==> config.mk <==
export PLATFORM = sky130hd
export DESIGN_NAME = cordic_vec_engine
export DESIGN_NICKNAME = d
export VERILOG_FILES = /design/src/rtl/cordic_vec_engine.sv
export SDC_FILE = /design/constraint.sdc
export NUM_CORES = 1
export LEC_CHECK = 0
export ABC_AREA = 1
export ABC_CLOCK_PERIOD_IN_PS = 7520
export BUFFER_PORTS_ARGS = -buffer_cell sky130_fd_sc_hd__buf_2
export CORE_ASPECT_RATIO = 0.75
export CORE_UTILIZATION = 30
export CTS_CLUSTER_DIAMETER = 40
export DETAILED_ROUTE_END_ITERATION = 6
export PLACE_DENSITY_LB_ADDON = 0.1
export SETUP_SLACK_MARGIN = 0.5
export SYNTH_ARGS = -nofsm -noshare
export SYNTH_HDL_FRONTEND = slang
export SYNTH_SLANG_ARGS = --single-unit
==> constraint.sdc <==
create_clock -name clk -period 7.52 [get_ports clk]
set_input_delay 0.752 -clock clk [delete_from_list [all_inputs] [get_ports clk]]
set_output_delay 0.752 -clock clk [all_outputs]
set_load 0.005 [all_outputs]
==> src/rtl/cordic_vec_engine.sv <==
// Iterative CORDIC vectoring engine. It performs one micro-rotation per cycle and returns the
// gain-compensated magnitude, quadrant and optional angle, plus a per-stage direction stream.
module cordic_vec_engine #(
  parameter int unsigned DATA_WIDTH    = 16,
  parameter int unsigned FRAC_WIDTH    = 10,
  parameter int unsigned CORDIC_WIDTH  = 22,
  parameter int unsigned ANGLE_WIDTH   = 16,
  parameter int unsigned CORDIC_STAGES = 16
) (
  input  logic                     clk,
  input  logic                     rst_n,
  input  logic                     nrst,
  input  logic                     en,
  input  logic [DATA_WIDTH-1:0]    xin,
  input  logic [DATA_WIDTH-1:0]    yin,
  input  logic                     angle_calc_en,
  output logic                     microRot_out_start,
  output logic                     microRot_dir,
  output logic [CORDIC_STAGES-1:0] microRot_out,
  output logic [1:0]               quad_out,
  output logic [DATA_WIDTH-1:0]    xout,
  output logic [ANGLE_WIDTH-1:0]   angle_out,
  output logic                     opvld,
  output logic                     busy,
  output logic                     ovf
);

  localparam int unsigned Guard = CORDIC_WIDTH - DATA_WIDTH - 2;
  localparam int unsigned KW    = (CORDIC_STAGES > 1) ? $clog2(CORDIC_STAGES) : 1;
  localparam int unsigned PW    = CORDIC_WIDTH + 16;
  localparam int unsigned RSH   = 15 + Guard;
  localparam logic signed [PW-1:0] GainComp  = PW'(19898);
  localparam logic signed [PW-1:0] RoundHalf = PW'(1) <<< (RSH - 1);
  localparam logic signed [PW-1:0] SatHi     = PW'((2 ** (DATA_WIDTH - 1)) - 1);
  localparam logic signed [PW-1:0] SatLo     = -SatHi - PW'(1);

  // The arctangent table below is scaled for a 16-bit angle word.
  if (CORDIC_WIDTH < DATA_WIDTH + 2 || FRAC_WIDTH >= DATA_WIDTH || ANGLE_WIDTH != 16)
  begin : g_param_check
    $error("cordic_vec_engine: unsupported parameter set");
  end

  typedef enum logic [1:0] {StIdle, StIter, StComp, StDone} state_e;
  state_e state_q, state_d;

  logic signed [CORDIC_WIDTH-1:0] x_q, y_q, x_ext, y_ext, x_seed, y_seed;
  logic signed [CORDIC_WIDTH-1:0] x_sh, y_sh, x_nxt, y_nxt;
  logic signed [ANGLE_WIDTH-1:0]  z_q, z_seed, z_nxt, atan_k;
  logic signed [PW-1:0]           prod, rounded;
  logic [KW-1:0]                  k_q;
  logic [CORDIC_STAGES-1:0]       dirs_q, rot_q;
  logic [DATA_WIDTH-1:0]          xout_q, mag_sat;
  logic [ANGLE_WIDTH-1:0]         angle_q;
  logic [1:0]                     quad_q;
  logic                           ang_en_q, ovf_q, dir, accept, last_stage, clear;

  // atan(2^-k) in units of pi/2^15, rounded to nearest.
  function automatic logic signed [ANGLE_WIDTH-1:0] atan_rom(input logic [KW-1:0] idx);
    logic [15:0] v;
    case (int'(idx))
      0:       v = 16'd8192;
      1:       v = 16'd4836;
      2:       v = 16'd2555;
      3:       v = 16'd1297;
      4:       v = 16'd651;
      5:       v = 16'd326;
      6:       v = 16'd163;
      7:       v = 16'd81;
      8:       v = 16'd41;
      9:       v = 16'd20;
      10:      v = 16'd10;
      11:      v = 16'd5;
      12:      v = 16'd3;
      13:      v = 16'd1;
      14:      v = 16'd1;
      default: v = 16'd0;
    endcase
    return ANGLE_WIDTH'(v);
  endfunction

  assign clear      = ~rst_n | ~nrst;
  assign accept     = en && (state_q == StIdle || state_q == StDone);
  assign last_stage = (k_q == KW'(CORDIC_STAGES - 1));

  always_comb begin
    x_ext  = CORDIC_WIDTH'($signed(xin)) <<< Guard;
    y_ext  = CORDIC_WIDTH'($signed(yin)) <<< Guard;
    x_seed = x_ext;
    y_seed = y_ext;
    z_seed = '0;
    // Left half-plane: rotate by 180 degrees first so the iterations always converge.
    if (xin[DATA_WIDTH-1]) begin
      x_seed = -x_ext;
      y_seed = -y_ext;
      z_seed = {1'b1, {(ANGLE_WIDTH - 1){1'b0}}};
    end
    dir    = ~y_q[CORDIC_WIDTH-1];
    x_sh   = x_q >>> k_q;
    y_sh   = y_q >>> k_q;
    atan_k = atan_rom(k_q);
    if (dir) begin
      x_nxt = x_q + y_sh;
      y_nxt = y_q - x_sh;
      z_nxt = z_q + atan_k;
    end else begin
      x_nxt = x_q - y_sh;
      y_nxt = y_q + x_sh;
      z_nxt = z_q - atan_k;
    end
    prod    = PW'(x_q) * GainComp;
    rounded = (prod + RoundHalf) >>> RSH;
    if (rounded > SatHi) begin
      mag_sat = SatHi[DATA_WIDTH-1:0];
    end else if (rounded < SatLo) begin
      mag_sat = SatLo[DATA_WIDTH-1:0];
    end else begin
      mag_sat = rounded[DATA_WIDTH-1:0];
    end
  end

  always_ff @(posedge clk) begin
    if (clear) begin
      state_q <= StIdle;
    end else begin
      state_q <= state_d;
    end
  end

  always_comb begin
    state_d = state_q;
    unique case (state_q)
      StIdle:  if (en) state_d = StIter;
      StIter:  if (last_stage) state_d = StComp;
      StComp:  state_d = StDone;
      StDone:  state_d = en ? StIter : StIdle;
      default: state_d = StIdle;
    endcase
  end

  always_comb begin
    busy               = 1'b0;
    opvld              = 1'b0;
    microRot_out_start = 1'b0;
    microRot_dir       = 1'b0;
    unique case (state_q)
      StIter: begin
        busy               = 1'b1;
        microRot_out_start = (k_q == '0);
        microRot_dir       = dir;
      end
      StComp:  busy = 1'b1;
      StDone:  opvld = 1'b1;
      default: ;
    endcase
  end

  always_ff @(posedge clk) begin
    if (clear) begin
      x_q      <= '0;
      y_q      <= '0;
      z_q      <= '0;
      k_q      <= '0;
      dirs_q   <= '0;
      rot_q    <= '0;
      quad_q   <= '0;
      ang_en_q <= 1'b0;
      xout_q   <= '0;
      angle_q  <= '0;
      ovf_q    <= 1'b0;
    end else begin
      if (accept) begin
        x_q      <= x_seed;
        y_q      <= y_seed;
        z_q      <= z_seed;
        k_q      <= '0;
        quad_q   <= {xin[DATA_WIDTH-1], yin[DATA_WIDTH-1]};
        ang_en_q <= angle_calc_en;
      end else if (state_q == StIter) begin
        x_q         <= x_nxt;
        y_q         <= y_nxt;
        z_q         <= z_nxt;
        k_q         <= k_q + KW'(1);
        dirs_q[k_q] <= dir;
      end else if (state_q == StComp) begin
        xout_q  <= mag_sat;
        angle_q <= ang_en_q ? z_q : '0;
        rot_q   <= dirs_q;
      end
      if (en && (state_q == StIter || state_q == StComp)) begin
        ovf_q <= 1'b1;
      end
    end
  end

  assign microRot_out = rot_q;
  assign quad_out     = quad_q;
  assign xout         = xout_q;
  assign angle_out    = angle_q;
  assign ovf          = ovf_q;

endmodule

==> summary.md, run 1 <==
| Metric | Value |
|---|---|
| Status | completed |
| Fmax | 152.6 MHz |
| Final setup fails | 0 |
| Synth area leader | dfxtp_1 |
| CTS tree | yes |
| TritonCTS buffer count | 17 |
| Fin. Hold Viols | 0 |
| Drc violations | 0 |
| Share of cells above drive strength 1 | 0.07647 |
| WP data required | 7.88 ns |
| Leakage | 11.23 nW |
| M2 GR Usage | 0.2730 |
| Commonest cells post-synth | nand2_1, inv_1, a21oi_1 |
| Hold WC Path Type | reg2reg |
| R2R depth | 29 |
| Part of the cycle the worst path needs | 0.8712 |
| Combinational power share | 0.643 |
| DRT Pass-1 Iters | 5 |
| Chip width | 300.5 um |
| Most numerous cell in the Yosys netlist | nand2_1 |
| Initial antenna violation count | 1 |
| RSZ-0062 raised after global routing | no |
| CP dominant cell by count | inv_1 |
| Antenna fix cells | 0 |
| PwrDens | 222.1 mW/mm^2 |
| Hold path start | angle_out[9]$_SDFFE_PP0P_ |
| Syn Nets | 3,381 |
| Dpl ws | 0.6678 ns |
| Clock transition at path regs | 0.07 ns |
| Clock share of power | 0.182 |
| Sum Neg Setup Slack | 0 ns |
| Global route hottest layer | met1 |
| Synth cell types | 59 |
| First-pass GRT wire length | 107,200 um |
| Reg power frac | 0.175 |
| FF-to-FF Start | x_q[10]$_SDFFE_PP0P_ |
| Ranking of synthesized cells by area | dfxtp_1, ha_1, fa_1 |
| Vias in the first global route | 18,350 |
| Psw | 2.571 mW |
| # rows | 81 |
| Largest net degree at the start of global routing | 58 |
| Layout Skew | 0.02182 ns |
| Clk sink count | 148 |
| Worst R2R Setup Slack | 0.97 ns |
| DRT antenna net count | 0 |
| Minimum clock period | 6.551 ns |
| CTS root buf | clkbuf_16 |
| PortBufs | 91 |
| Max FO, Critical Path | 9 |
| VDD IR max | 0.0001203 V |
| Post-Syn Area | 0.02004 sq mm |
| Die H | 225.9 um |
| Total Wirelength | 68,180 um |
| Clk buf depth | 2 |
| GRT Overall Usage | 0.2037 |
| Post-Route Utilization | 0.3346 |
| Critical path's largest stage delay | 0.54 ns |
| Die ar. | 0.06786 sq mm |
| Yosys Warn Count | 0 |
| Gr ovfl total | 0 |
| GRT met3 Usage | 0.03040 |
| Clk Latency, worst-skew pair | 0.46 ns |
| Worst path slowest cell | dfxtp_2 |
| Cells after Synth | 2,990 |
| Seq cells post-synth | 148 |
| Sw Share | 0.5269 |
| Postcts setup bufs | 0 |
| Synth Flop Type | dfxtp_1 |
| Critical Path AT | 6.91 ns |
| Min-Delay Endpoint | angle_out[9]$_SDFFE_PP0P_ |
| Count of flip-flops with a built-in enable after synthesis | 0 |
| Type of element capturing the critical path | flop |
| Slew Limit Fails | 0 |
| Maxcap violations | 0 |
| Dpl hpwl | 56,400 um |
| Vias per Instance | 4.881 |
| Slew margin rel. | 0.2696 |
| H-tree Lvls | 4 |
| WHS Path Cells | 2 |
| Cell Int Power | 2.309 mW |
| GPL Wtd Cong | 0.8941 |
| Worst setup SP type | flop |
| Synthesis-to-finish area growth | 9.613% |
| GR Util met1 | 0.3367 |
| RR Endpoint | xout[11]$_SDFFE_PP0P_ |
| Sequential-to-total area share from yosys stat | 0.1478 |
| WL per Instance | 17.40 um |
| Core area | 0.06567 sq mm |
| 1st-iter DRT viols | 1,478 |
| WS Path Type | reg2reg |
| Final worst slack | 0.9686 ns |
| Average size of a mapped cell | 6.704 sq um |
| Initial Util | 0.3052 |
| Post-synth ARST share | 0 |
| Worst Tran Pin Value | 1.089 ns |
| Detailed-route via count | 19,120 |
| I/O pin cnt | 92 |
| Nets@finish | 3,425 |
| Top cell type's share of synthesized area | 0.1478 |
power groups by stage:
| stage | combinational (mW) | sequential, mW | clock [mW] |
|---|---|---|---|
| 2_1_floorplan | 2.30 | 0.848 | 0 |
| 3_3_place_gp | 3.12 | 0.872 | 0 |
| 3_5_place_dp | 3.11 | 0.872 | 0 |
| 4_1_cts | 3.13 | 0.854 | 0.920 |
| 5_1_grt | 3.56 | 0.859 | 0.952 |
| 6_report | 3.14 | 0.855 | 0.887 |
logic make-up (layout without fill, tap and decap cells):
kind of cell / after synthesis / count (layout) / share of synthesized area
and+or+nand+nor: 1173 / 1173 / 0.2462
AOI/OAI and AO/OA: 614 / 614 / 0.1694
buffers and inverters: 590 / 647 / 0.1158
adders and majority gates: 354 / 354 / 0.2715
DFF: 148 / 148 / 0.1478
xor gates and xnor gates: 104 / 104 / 0.04582
muxes: 7 / 7 / 0.003496
layer usage:
layer | wire, um | part of all wire | up-vias
met5 | 0 | 0 | -
met4 | 291 | 0.0043 | 0
met3 | 3860 | 0.057 | 19
met2 | 25500 | 0.37 | 456
met1 | 38530 | 0.57 | 8918
li1 | - | - | 9731
stage by stage:
| step | cells | area (sq um) | power, mW | hold WS, ns |
|---|---|---|---|---|
| floorplan | 2990 | 20040 | 3.150 | 0.4297 |
| global placement | 3886 | 21340 | 3.997 | 0.4483 |
| global route | 3918 | 21970 | 5.367 | 0.4814 |
| CTS | 3918 | 21930 | 4.906 | 0.4640 |
| detailed placement | 3886 | 21340 | 3.979 | 0.4530 |
| finish | 3918 | 21970 | 4.880 | 0.4607 |
state kept, by name (all words and copies together), names as in the netlist, 4 cells and up:
register and count:
atan_k 14, y_q 22, angle_out 16, xout 16
dirs_q 16, k_q 4, microRot_out 16, x_q 22
z_q 16
area by class of cell:
type | instances | area [sq um]
fillers | 7307 | 43700
multi-input cells | 2252 | 14800
flip-flops and latches | 148 | 2979
inverters | 501 | 1881
well taps | 871 | 1090
repair buffers | 114 | 628.1
clock buffers | 17 | 425.4
clock inverters | 15 | 166.4
timing repair:
item                       CTS  global route
hold buffers                 0             0
gates resized for setup      0            14
setup endpoints to repair    0            15
worst max path at each step:
| stage | start | end | slack, ns | cells after the start |
|---|---|---|---|---|
| after global routing | x_q[20]$_SDFFE_PP0P_ | xout[8]$_SDFFE_PP0P_ | 0.52 | 33 |
| final | x_q[10]$_SDFFE_PP0P_ | xout[11]$_SDFFE_PP0P_ | 0.97 | 29 |
| after CTS | x_q[10]$_SDFFE_PP0P_ | xout[11]$_SDFFE_PP0P_ | 0.66 | 29 |
| after detailed placement | x_q[11]$_SDFFE_PP0P_ | xout[11]$_SDFFE_PP0P_ | 0.67 | 29 |
| after global placement | x_q[8]$_SDFFE_PP0P_ | xout[11]$_SDFFE_PP0P_ | 0.60 | 28 |
| after floorplan | x_q[21]$_SDFFE_PP0P_ | xout[13]$_SDFFE_PP0P_ | 1.62 | 31 |
critical path, delay by kind of cell (launching register included):
kind / cells / cell delay, ns
buffers and inverters: 8 / 0.54
and+or+nand+nor: 10 / 1.29
AOI/OAI and AO/OA: 1 / 0.18
DFF: 1 / 0.54
adders and majority gates: 8 / 3.35
xor gates and xnor gates: 2 / 0.55
cells in the final DEF, fill, tap and decap left out, types with 5 or more instances in the layout:
master     synthesis  layout
o31ai_1            6       6
mux2i_1            7       7
o21ai_1           31      31
nand4_1           21      21
nor3_1            40      40
or2_2             12      12
clkinv_1           6       6
nand2_1          703     702
clkbuf_16          0      17
inv_2              8       9
and2_1             5       5
nand3_1          122     122
nor2_1           214     212
inv_1            487     486
nand3b_1           8       8
dfxtp_1          148     135
nor2_2            11      11
dfxtp_2            0      13
o21bai_1          20      20
nand2_2           12      13
ha_1             219     218
a21o_1            11      11
a21oi_1          236     236
a221oi_1           8       8
o22ai_1            6       6
buf_2             10      91
nor2_4             7       9
a21boi_0           6       6
a31oi_1           32      32
o211ai_1          11      11
o21ai_0          217     217
o21a_1             6       6
xor2_1            67      67
nor4_1             5       5
xnor2_1           36      36
buf_4              5      23
fa_1             135     135
No activity file was read; power rests on OpenSTA's default activity.
==> run 2, diff against run 1 <==
PLACE_DENSITY = 0.47   (was default)
PLACE_DENSITY_LB_ADDON = default   (was 0.1)
==> run 2 against run 1 <==
First-iteration DRC count grew 6.6%. Non-clock buffer count fell by 3. Wire length fell by 6.1%. Core utilization decreased by 0.11 points. Design area is 0.34% lower. Via count is 1.6% lower. Power decreased by 2.1%. Global-route usage shrank 1.4 points. Sequential power is 0.6% lower.
==> summary.md, run 2 (synthesis results as in run 1) <==
| Metric | Value |
|---|---|
| Status | completed |
| Min-Delay Endpoint | microRot_out[13]$_SDFFE_PP0P_ |
| Leakage | 11.20 nW (-0.27%) |
| Worst path slowest cell | fa_1 |
| WHS Path Cells | 2 (unchanged) |
| Dpl ws | 0.8723 ns (+0.2044 ns) |
| Vias in the first global route | 17,470 (-4.8%) |
| First-pass GRT wire length | 101,000 um (-5.7%) |
| Die ar. | 0.06786 sq mm (unchanged) |
| PwrDens | 218.1 mW/mm^2 (-1.8%) |
| H-tree Lvls | 4 (unchanged) |
| Slew Limit Fails | 0 (unchanged) |
| RR Endpoint | xout[1]$_SDFFE_PP0P_ |
| TritonCTS buffer count | 17 (unchanged) |
| Post-Route Utilization | 0.3334 (-0.001124) |
| Clk sink count | 148 (unchanged) |
| Final setup fails | 0 (unchanged) |
| Max FO, Critical Path | 10 (+1) |
| Placed Cells | 3,883 (-0.077%) |
| Maxcap violations | 0 (unchanged) |
| VDD IR max | 0.0001592 V (+32%) |
| Fin. Hold Viols | 0 (unchanged) |
| Dpl hpwl | 52,330 um (-7.2%) |
| Clk Latency, worst-skew pair | 0.46 ns (about the same) |
| WS Path Type | reg2reg |
| Hold path start | dirs_q[13]$_SDFFE_PP0P_ |
| Share of cells above drive strength 1 | 0.07326 (-0.003210) |
| GPL Wtd Cong | 0.8885 (-0.63%) |
| Part of the cycle the worst path needs | 0.8711 (about the same) |
| Final worst slack | 0.9694 ns (+0.0007160 ns) |
| Register area | 0.002974 sq mm (-0.17%) |
| DRT Pass-1 Iters | 6 (+1) |
| Combinational power share | 0.643 (about the same) |
| Clock transition at path regs | 0.07 ns (about the same) |
| DRT antenna net count | 0 (unchanged) |
| RSZ-0062 raised after global routing | no |
| Clock share of power | 0.179 (-0.003) |
| Layout Skew | 0.01825 ns (-0.003571 ns) |
| Antenna fix cells | 0 (unchanged) |
| Vias per Instance | 4.805 (-1.6%) |
| Worst setup SP type | flop |
| Initial antenna violation count | 0 (-1) |
| Initial Util | 0.3052 (unchanged) |
| Sum Neg Setup Slack | 0 ns (unchanged) |
| Psw | 2.474 mW (-3.8%) |
| Total chip power | 4.775 mW (-2.1%) |
| GRT Overall Usage | 0.1897 (-0.01393) |
| Chip width | 300.5 um (unchanged) |
| Slew margin rel. | 0.3017 (+0.03215) |
| I/O pin cnt | 92 (unchanged) |
| CTS root buf | clkbuf_16 |
| Critical path's largest stage delay | 0.56 ns (+0.02 ns) |
| Commonest cells after routing, fill and taps aside | nand2_1, inv_1, a21oi_1 |
| Synthesis-to-finish area growth | 9.245% |
| CTS tree | yes |
| Clk buf depth | 2 (unchanged) |
| Worst Tran Pin Value | 1.046 ns (-0.04293 ns) |
| Largest net degree at the start of global routing | 55 (-5.2%) |
| Fin cells | 3,915 (-0.077%) |
| Multi-input gate area | 0.01479 sq mm (about the same) |
| FF-to-FF Start | x_q[12]$_SDFFE_PP0P_ |
| Hold_buf cts | 0 (unchanged) |
| Nets@finish | 3,422 (-0.088%) |
| Sw Share | 0.5182 (-0.008696) |
| WL per Instance | 16.34 um (-6.1%) |
| Cell Int Power | 2.301 mW (-0.35%) |
| R2R depth | 34 (+17%) |
| Worst R2R Setup Slack | 0.97 ns (about the same) |
| # rows | 81 (unchanged) |
| WP data required | 7.87 ns (about the same) |
| Detailed-route via count | 18,810 (-1.6%) |
| Most common cell after layout, fill and taps aside | nand2_1 |
| Reg power frac | 0.178 (+0.003) |
| Fmax | 152.7 MHz (about the same) |
| Total Wirelength | 63,990 um (-6.1%) |
| Regs by FF count | x_q: 22 flops, y_q: 22 flops |
| FILL cells | 7,332 (+0.34%) |
| 1st-iter DRT viols | 1,575 (+6.6%) |
| Hold WC Path Type | reg2reg |
| Core area | 0.06567 sq mm (unchanged) |
| PortBufs | 91 (unchanged) |
| Drc violations | 0 (unchanged) |
| Type of element capturing the critical path | flop |
| Minimum clock period | 6.551 ns (-0.0007160 ns) |
| CP dominant cell by count | inv_1 |
| Gr ovfl total | 0 (unchanged) |
| Critical Path AT | 6.90 ns (about the same) |
| Die H | 225.9 um (unchanged) |
run 2: cell types whose count changed in the layout (fill, tap and decap cells not counted), moves of 2 or more:
| cell | change |
|---|---|
| dfxtp_1 | +4 |
| buf_4 | -3 |
| clkinv_8 | -4 |
| dfxtp_2 | -4 |
| inv_8 | -2 |
| inv_6 | +3 |
run 2: worst max-delay path: cells and delay by family (launching register included):
kind | cells | cell delay, ns
adders and majority gates | 8 | 3.54
buffers and inverters | 9 | 0.60
AOI/OAI and AO/OA | 1 | 0.20
DFF | 1 | 0.43
and+or+nand+nor | 15 | 1.47
xor gates and xnor gates | 1 | 0.20
run 2: power groups by stage:
stage                     combinational, mW  clock, mW  sequential (mW)
after floorplan                        2.30          0            0.848
after global placement                 3.09          0            0.868
after detailed placement               3.05          0            0.868
after CTS                              3.07      0.879            0.850
after global routing                   3.51      0.911            0.855
final                                  3.07      0.854            0.850
run 2: how the worst max path moves through the flow:
stage,from,endpoint,cells after the start
CTS,x_q[11]$_SDFFE_PP0P_,xout[1]$_SDFFE_PP0P_,34
global route,x_q[12]$_SDFFE_PP0P_,xout[11]$_SDFFE_PP0P_,34
detailed placement,x_q[6]$_SDFFE_PP0P_,xout[1]$_SDFFE_PP0P_,33
floorplan,x_q[21]$_SDFFE_PP0P_,xout[13]$_SDFFE_PP0P_,31
global placement,x_q[8]$_SDFFE_PP0P_,xout[11]$_SDFFE_PP0P_,33
finish,x_q[12]$_SDFFE_PP0P_,xout[1]$_SDFFE_PP0P_,34
run 2: cell type report:
type / instances / share of cell area
clock buffer: 19 / 0.02023
multi-input combinational: 2252 / 0.6756
clock inverter: 13 / 0.005028
inverter: 501 / 0.08588
sequential: 148 / 0.1358
timing repair buffer: 111 / 0.02766
tap: 871 / 0.04977
run 2: routing by layer:
layer / vias up / routed length (um) / part of all wire / track usage
li1: 9728 / - / - / -
met1: 8607 / 36800 / 0.58 / 0.3188
met2: 449 / 23470 / 0.37 / 0.2494
met3: 27 / 3273 / 0.051 / 0.02549
met4: 0 / 452 / 0.0071 / 0.02370
met5: - / 0 / 0 / 0
run 2: timing repair:
item / CTS / global route
buffers inserted: 0 / 0
resized for setup: 0 / 8
setup endpoints to repair: 0 / 14
hold endpoints to repair: 0 / 0
run 2: stage by stage:
stage,hold slack [ns],area (sq um)
floorplan,0.4297,20040
global route,0.4790,21900
finish,0.4610,21900
CTS,0.4623,21880
global placement,0.4536,21320
detailed placement,0.4523,21320
==> run 3, diff against run 2 <==
ABC_CLOCK_PERIOD_IN_PS = 7820   (was 7520)
clock period = 7.82 ns   (was 7.52 ns; I/O delays follow)
==> run 3 against run 2 <==
Combinational power is 5% lower. Largest cell class unchanged. Via count down 0.74%. Critical path depth increased by 1. Sequential share of layout area hardly changed. Clock power down 1%. Wire length fell by 0.36%. Register-to-register slack improved by 0.19 ns. Clock-buffer cell count decreased by 1. Hold slack gained 0.00060 ns. Critical endpoint is now xout[9]$_SDFFE_PP0P_. Sequential power decreased by 3.6%.
==> summary.md, run 3 (synthesis results as in run 1) <==
| Metric | Value |
|---|---|
| Nets@finish | 3,418 (-0.12%) |
| CP delay by family, top | adder cells |
| Initial antenna violation count | 0 (unchanged) |
| Most common cell after layout, fill and taps aside | nand2_1 |
| PostCTS Resize Cnt | 0 (unchanged) |
| 1st-iter DRT viols | 1,189 (-25%) |
| DRT antenna net count | 0 (unchanged) |
| GPL Wtd Cong | 0.8956 (+0.80%) |
| H-tree Lvls | 4 (unchanged) |
| VDD IR max | 0.0001543 V (-3.1%) |
| Worst setup SP type | flop |
| Design Area, Final | 0.02185 sq mm (-0.20%) |
| Post-Route Utilization | 0.3328 (-0.0006670) |
| Psw | 2.366 mW (-4.4%) |
| FF-to-FF Start | x_q[6]$_SDFFE_PP0P_ |
| Total Wirelength | 63,760 um (-0.36%) |
| Gr ovfl total | 0 (unchanged) |
| Critical path's largest stage delay | 0.71 ns (+0.15 ns) |
| RSZ-0062 raised after global routing | no |
| Maxcap violations | 0 (unchanged) |
| WS Path Type | reg2reg |
| PortBufs | 91 (unchanged) |
| WP depth | 35 (+2.9%) |
| PwrDens | 210.3 mW/mm^2 (-3.6%) |
| Status | completed |
| Hold_buf cts | 0 (unchanged) |
| TritonCTS buffer count | 17 (unchanged) |
| Synthesis-to-finish area growth | 9.026% |
| Postcts setup bufs | 0 (unchanged) |
| Clock transition at path regs | 0.07 ns (about the same) |
| Vias per Instance | 4.776 (-0.59%) |
| Fmax | 150.1 MHz (-1.7%) |
| CTS root buf | clkbuf_16 |
| Vias in the first global route | 17,510 (+0.21%) |
| Worst R2R Setup Slack | 1.16 ns (+0.19 ns) |
| Largest net degree at the start of global routing | 55 (unchanged) |
| WP buf/inv | 7 (-2) |
| Chip width | 300.5 um (unchanged) |
| Clock share of power | 0.183 (+0.004) |
| Post-DP Area | 0.02129 sq mm (-0.14%) |
| Slew Limit Fails | 0 (unchanged) |
| WHS Path Cells | 2 (unchanged) |
| Detailed-route via count | 18,670 (-0.74%) |
| Commonest cells after routing, fill and taps aside | nand2_1, inv_1, a21oi_1 |
| I/O pin cnt | 92 (unchanged) |
| Part of the cycle the worst path needs | 0.8517 (-0.01936) |
| Die ar. | 0.06786 sq mm (unchanged) |
| Share of cells above drive strength 1 | 0.06945 (-0.003805) |
| Clk Latency, worst-skew pair | 0.45 ns (about the same) |
| Worst Setup SP | x_q[6]$_SDFFE_PP0P_ |
| CTS tree | yes |
| Minimum clock period | 6.661 ns (+0.1099 ns) |
| Slew margin rel. | 0.2456 (-0.05612) |
| Fin. Hold Viols | 0 (unchanged) |
| Critical path endpoint | xout[9]$_SDFFE_PP0P_ |
| Dpl hpwl | 51,990 um (-0.66%) |
| WP data required | 8.17 ns (+0.30 ns) |
| WL per Instance | 16.31 um (-0.21%) |
| Worst path slowest cell | dfxtp_1 |
| Worst Tran Pin Value | 1.125 ns (+0.07866 ns) |
| Clk sink count | 148 (unchanged) |
| Reg power frac | 0.178 (about the same) |
| Max FO, Critical Path | 10 (unchanged) |
| Hold WC Path Type | reg2reg |
| Final setup fails | 0 (unchanged) |
| Layout Skew | 0.01391 ns (-0.004340 ns) |
| Drc violations | 0 (unchanged) |
| Clk buf depth | 2 (unchanged) |
| Leakage | 11.18 nW (-0.19%) |
| CP dominant cell by count | nand2_1 |
| Sum Neg Setup Slack | 0 ns (unchanged) |
| Regs by FF count | x_q: 22 flops, y_q: 22 flops |
| Initial Util | 0.3052 (unchanged) |
| GRT Overall Usage | 0.1890 (-0.0007129) |
| Type of element capturing the critical path | flop |
| Core area | 0.06567 sq mm (unchanged) |
| Critical Path AT | 7.01 ns (+0.11 ns) |
| Die H | 225.9 um (unchanged) |
| DRT Pass-1 Iters | 5 (-1) |
| Sw Share | 0.5149 (-0.003273) |
| Cell Int Power | 2.229 mW (-3.1%) |
| # rows | 81 (unchanged) |
| Combinational power share | 0.638 (-0.005) |
| Antenna fix cells | 0 (unchanged) |
| R2R depth | 35 (+2.9%) |
| RR Endpoint | xout[9]$_SDFFE_PP0P_ |
| First-pass GRT wire length | 100,800 um (-0.25%) |
==> run 3: cell type report <==
type	count	area (sq um)
flip-flops and latches	148	2965
well taps	871	1090
clock inverters	12	120.1
fillers	7321	43820
clock buffers	18	439.2
inverters	501	1881
repair buffers	107	575.6
multi-input cells	2252	14780
==> run 3: power by group through the flow <==
stage	sequential [mW]	combinational, mW	clock (mW)
2_1_floorplan	0.816	2.21	0
3_3_place_gp	0.837	2.96	0
5_1_grt	0.824	3.37	0.896
6_report	0.819	2.93	0.842
4_1_cts	0.820	2.95	0.863
3_5_place_dp	0.837	2.92	0
==> run 3: worst min path at each step <==
stage,endpoint,start
global route,angle_out[14]$_SDFFE_PP0P_,angle_out[14]$_SDFFE_PP0P_
finish,microRot_out[12]$_SDFFE_PP0P_,microRot_out[12]$_SDFFE_PP0P_
CTS,microRot_out[12]$_SDFFE_PP0P_,microRot_out[12]$_SDFFE_PP0P_
floorplan,dirs_q[3]$_SDFFE_PP0P_,dirs_q[3]$_SDFFE_PP0P_
detailed placement,microRot_out[12]$_SDFFE_PP0P_,microRot_out[12]$_SDFFE_PP0P_
global placement,angle_out[7]$_SDFFE_PP0P_,angle_out[7]$_SDFFE_PP0P_
==> run 3: per-stage QoR <==
step / power (mW) / std cells / worst slack, ns / hold slack (ns)
after floorplan: 3.030 / 2990 / 1.922 / 0.4297
after global placement: 3.792 / 3879 / 1.174 / 0.4532
after detailed placement: 3.759 / 3879 / 1.147 / 0.4539
after CTS: 4.629 / 3909 / 1.128 / 0.4648
after global routing: 5.085 / 3909 / 0.6763 / 0.4804
final: 4.595 / 3909 / 1.159 / 0.4616
==> run 3: per-layer routing <==
layer / vias to the layer above / wire length (um) / track usage
met1: 8580 / 36860 / 0.3128
met4: 0 / 415 / 0.02370
met2: 368 / 23220 / 0.2529
li1: 9703 / - / -
met3: 20 / 3263 / 0.02703
met5: - / 0 / 0
==> run 3: worst reg2reg max path: cells and delay by family (launching register included) <==
kind,cells,cell delay [ns]
adders and majority gates,7,3.02
and+or+nand+nor,18,1.68
buffers and inverters,7,0.48
AOI/OAI and AO/OA,2,0.42
DFF,1,0.71
xor gates and xnor gates,1,0.26
